==> src/rtl/pipeline_hazard_ctrl.sv <==
// Five-stage pipeline hazard controller: multiply/data-miss stall FSM plus branch, load-use and fetch-miss handling.
// Outputs are combinational from state and inputs (zero latency); stalls are signalled by dropping register write enables.
module pipeline_hazard_ctrl #(
  parameter int MUL_LAT = 4
) (
  input  logic       clk,
  input  logic       reset,
  input  logic [4:0] id_rs1_idx,
  input  logic [4:0] id_rs2_idx,
  input  logic       id_rs1_used,
  input  logic       id_rs2_used,
  input  logic       ex_ld_ins,
  input  logic [4:0] ex_rd_idx,
  input  logic       ex_mul_ins,
  input  logic       ex_br_taken,
  input  logic       dmem_miss,
  input  logic       dmem_ready,
  input  logic       imem_miss,
  output logic       pc_we,
  output logic       if_id_we,
  output logic       id_ex_we,
  output logic       ex_mem_we,
  output logic       id_ex_bubble,
  output logic       if_id_flush,
  output logic [1:0] state_out
);

  typedef enum logic [1:0] {
    RUN      = 2'd0,
    MUL_WAIT = 2'd1,
    MEM_WAIT = 2'd2
  } state_t;

  // The cycle that detects the multiply and the final zero-count cycle are both stalls,
  // so the counter starts two short of the full latency.
  localparam logic [3:0] CNT_INIT = 4'(MUL_LAT - 2);

  state_t     state;
  state_t     state_nxt;
  logic [3:0] cnt;
  logic [3:0] cnt_nxt;
  logic       mul_done;
  logic       mul_done_nxt;
  logic       load_use;
  logic       mul_start;

  assign load_use = ex_ld_ins && (ex_rd_idx != 5'd0) &&
                    ((id_rs1_used && (id_rs1_idx == ex_rd_idx)) ||
                     (id_rs2_used && (id_rs2_idx == ex_rd_idx)));

  // mul_done keeps a finished multiply still sitting in EX from starting a second stall.
  assign mul_start = ex_mul_ins && !mul_done;

  always_ff @(posedge clk or negedge reset) begin
    if (!reset) begin
      state    <= RUN;
      cnt      <= 4'd0;
      mul_done <= 1'b0;
    end else begin
      state    <= state_nxt;
      cnt      <= cnt_nxt;
      mul_done <= mul_done_nxt;
    end
  end

  always_comb begin
    state_nxt    = state;
    cnt_nxt      = cnt;
    mul_done_nxt = mul_done;
    pc_we        = 1'b1;
    if_id_we     = 1'b1;
    id_ex_we     = 1'b1;
    ex_mem_we    = 1'b1;
    id_ex_bubble = 1'b0;
    if_id_flush  = 1'b0;

    case (state)
      RUN: begin
        if (dmem_miss) begin
          pc_we     = 1'b0;
          if_id_we  = 1'b0;
          id_ex_we  = 1'b0;
          ex_mem_we = 1'b0;
          state_nxt = MEM_WAIT;
        end else if (mul_start) begin
          pc_we     = 1'b0;
          if_id_we  = 1'b0;
          id_ex_we  = 1'b0;
          ex_mem_we = 1'b0;
          cnt_nxt   = CNT_INIT;
          state_nxt = MUL_WAIT;
        end else if (ex_br_taken) begin
          if_id_flush  = 1'b1;
          id_ex_bubble = 1'b1;
        end else if (load_use) begin
          pc_we        = 1'b0;
          if_id_we     = 1'b0;
          id_ex_bubble = 1'b1;
        end else if (imem_miss) begin
          pc_we       = 1'b0;
          if_id_flush = 1'b1;
        end
        if (id_ex_we) begin
          mul_done_nxt = 1'b0;
        end
      end

      MUL_WAIT: begin
        pc_we     = 1'b0;
        if_id_we  = 1'b0;
        id_ex_we  = 1'b0;
        ex_mem_we = 1'b0;
        if (cnt != 4'd0) begin
          cnt_nxt = cnt - 4'd1;
        end else begin
          mul_done_nxt = 1'b1;
          state_nxt    = dmem_miss ? MEM_WAIT : RUN;
        end
      end

      MEM_WAIT: begin
        if (dmem_ready) begin
          state_nxt = RUN;
        end else begin
          pc_we     = 1'b0;
          if_id_we  = 1'b0;
          id_ex_we  = 1'b0;
          ex_mem_we = 1'b0;
        end
      end

      default: begin
        pc_we     = 1'b0;
        if_id_we  = 1'b0;
        id_ex_we  = 1'b0;
        ex_mem_we = 1'b0;
        state_nxt = RUN;
      end
    endcase

    // While reset is held the pipeline is frozen and fed NOPs.
    if (!reset) begin
      pc_we        = 1'b0;
      if_id_we     = 1'b0;
      id_ex_we     = 1'b0;
      ex_mem_we    = 1'b0;
      id_ex_bubble = 1'b1;
      if_id_flush  = 1'b1;
    end
  end

  assign state_out = state;

endmodule

==> config.mk <==
export PLATFORM = sky130hd
export DESIGN_NAME = pipeline_hazard_ctrl
export DESIGN_NICKNAME = d
export VERILOG_FILES = /design/src/rtl/pipeline_hazard_ctrl.sv
export SDC_FILE = /design/constraint.sdc
export NUM_CORES = 1
export LEC_CHECK = 0
export CAP_MARGIN = 10
export CORE_MARGIN = 2
export CORE_UTILIZATION = 33
export CTS_BUF_LIST = sky130_fd_sc_hd__clkbuf_8 sky130_fd_sc_hd__clkbuf_16
export DETAILED_ROUTE_END_ITERATION = 8
export PLACE_DENSITY = 0.72
export SETUP_SLACK_MARGIN = 0.5
export SLEW_MARGIN = 40
export SYNTH_ARGS = -nofsm -noshare
export SYNTH_HDL_FRONTEND = slang
export SYNTH_SLANG_ARGS = --single-unit
==> constraint.sdc <==
create_clock -name clk -period 1.45 [get_ports clk]
set_input_delay 0.2175 -clock clk [delete_from_list [all_inputs] [get_ports clk]]
set_output_delay 0.2175 -clock clk [all_outputs]
set_load 0.02 [all_outputs]
==> run metrics, run 1 <==
Avg Inst Size Synth=8.31 sq um; synth unique cells=28; RR Startpoint=cnt[0]; Area growth syn-to-layout=137%; storage element area=178 sq um; DRT Pass-1 Iters=4; Req. time, crit path=1.23 ns; drt initial violations=9; GRT Util Overall=22.7%; fmax=567 MHz; Max Cap Viol=0; DP HPWL=1500 microns; DIE AREA=2090 sq um; status=finished with violations; CTS max path bufs=2; fillers=108; Hold Violations, Final=0; P_leak=0.624 nW; Post-DRT Antenna Nets=0; clock sink total=7; multi-input combinational cell area=533 sq um; clock skew=0.00578 ns; CP Capture Type=output pin; synth top area cells=dfrtp_1, xnor2_1, nand2_1, ha_1, o21ai_0; worst setup margin=-0.314 ns; CTS buffer count=3; VDD IR max=1.11 mV; mapped cell area=573 sq um; gr ovfl total=0; DRC errors left=0; CTS tree=built; most frequent cells after synthesis=xnor2_1, nand2_1, dfrtp_1, o21ai_0, nor2_1; Synth Register Bits=7; Routed WL per cell=15.4 microns; final wirelength=2320 microns; global-route wire length before repair=3220 microns; CP Launch Point=ex_rd_idx[3]; CTS H-tree lvls=1; Worst Reg-to-Reg Cells=6; Pwr per Cell Area=1460 nW/um^2; worst slew pin tran=0.247 ns; top-count cell post-synth=xnor2_1; Initial Util=34.3%; Yosys Warn Count=0; register area share after synthesis=30.6%; Root Buffer=clkbuf_8; vias in the first global route=725; Ant. Diodes=0; final period utilization=122%; failing checks=negative setup slack; RSZ-0062 raised after global routing=true; Worst Path Arrival=1.55 ns; I/O Pins=33; max-slew violation count=0; Final min period=1.76 ns; Synth Flop Type=dfrtp_1; Synth area leader=dfrtp_1; share of cells above drive strength 1=55.2%; register-to-register setup slack=-0.08 ns; Max Fanout on Critical Path=2; Post-synth EDFFs=0; Yosys top cell area share=30.6%; worst hold path type=primary input to async pin; CP Capture Point=if_id_we; largest net degree at the start of global routing=8; Die Ht=45.7 microns; via count=749; Hold Slack=0.371 ns; hold_buf cts=0; Die W=45.7 microns; Final nets=162; Mapped Nets=96; clk slew on worst S/H paths=0.04 ns; Row Count=15; port bufs=32; Cells after Synth=69; CP Class=primary input to output pin; Startpoint Class=primary input; clock latency on the worst-skew pair=0.23 ns; Worst slew margin=83.4%; antenna violations before repair=0; Async SR Flop Fraction=100%; Core Footprint=1670 sq um; Routability Congestion=0.726; Final setup viols=9; Crit Reg-Reg Endpoint=cnt[1]; setup total negative slack=-1.59 ns; Vias/cell=4.96
## state kept, by name (all words and copies together) (netlist names)
name,cells
cnt,4
mul_done,1
state_out,2
## stage by stage
stage | utilization, % | instances | cell area (sq um) | setup slack (ns) | power (W)
detailed placement | 68.8 | 140 | 1150 | -1.16 | 0.00141
finish | 81.3 | 151 | 1360 | -0.314 | 0.00198
CTS | 75.4 | 149 | 1260 | -0.348 | 0.00181
global route | 81.3 | 151 | 1360 | -0.357 | 0.00210
floorplan | - | 69 | 642 | -0.128 | 0.000877
global placement | 68.8 | 140 | 1150 | -1.15 | 0.00138
## timing repair
action | in CTS | in global routing
endpoints found under the setup margin | 15 | 15
pin swaps | 22 | 13
resized for setup | 88 | 21
buffers inserted | 5 | 2
## cell type report
type	instances	area share, %
clock buffer	3	3.04
clock inverter	1	0.276
inverter	3	0.829
multi-input combinational	58	39.2
sequential	7	13.1
tap	17	1.57
timing repair buffer	62	42.0
## report_power, final
part           internal, W  total, W  switching (W)
Combinational     0.000735   0.00133       0.000595
Sequential        0.000290  0.000378      0.0000880
Clock             0.000184  0.000277      0.0000933
Total              0.00121   0.00198       0.000776
## cell families (layout without fill, tap and decap cells)
group           Yosys count  after routing  synth area share, %
compound gates           18             18                 20.7
buf+inv                   4             69                 3.28
xor+xnor                 12             12                 18.3
flops                     7              7                 30.6
fa+ha+maj                 2              2                 4.37
simple gates             26             26                 22.7
## layout by cell type (no fill, tap or decap), drive strengths merged
cell type,synthesis,layout
buf,1,42
xnor2,11,11
dlygate4sd2,0,9
nand2,9,9
clkdlybuf4s50,0,8
dfrtp,7,7
o21ai,7,7
nor2,4,4
clkbuf,0,4
inv,3,4
a21oi,3,3
nand4,2,2
nand2b,2,2
a21o,2,2
o22ai,2,2
nor2b,2,2
nand3,2,2
ha,2,2
or4,1,1
o21a,1,1
nor3,1,1
a41oi,1,1
or2,1,1
a31o,1,1
or3b,1,1
nor4,1,1
xor2,1,1
a31oi,1,1
dlymetal6s2s,0,1
clkdlybuf4s15,0,1
## worst max-delay path: stages
cell	delay, ns
buf_6	0.09
or4_4	0.51
o21a_1	0.21
a31o_4	0.27
a21oi_4	0.12
buf_6	0.13
## routing by layer
metal | routed length, microns | up-vias | part of all wire, % | track usage, %
met2 | 1250 | 33 | 54 | 41.1
met4 | 5 | 0 | 0.22 | 7.06
met5 | 0 | - | 0 | 0
li1 | - | 374 | - | -
met3 | 211 | 2 | 9.1 | 8.33
met1 | 855 | 340 | 37 | 24.0
## worst min-delay path by stage
stage	end	slack [ns]	depth (start not counted)
finish	state_out[0]	0.37	2
floorplan	cnt[0]	-0.08	0
global route	cnt[3]	0.40	2
global placement	cnt[3]	0.54	2
detailed placement	cnt[3]	0.55	2
CTS	cnt[3]	0.37	2
(Power assumes the default switching activity.)
==> run 2: changes to the inputs <==
--- a/config.mk
+++ b/config.mk
@@ -5,6 +5,7 @@
 export SDC_FILE = /design/constraint.sdc
 export NUM_CORES = 1
 export LEC_CHECK = 0
+export ABC_CLOCK_PERIOD_IN_PS = 1450
 export CAP_MARGIN = 10
 export CORE_MARGIN = 2
 export CORE_UTILIZATION = 33
==> results of run 2 <==
No change in the layout: final DEF, timing and power equal those of run 1.
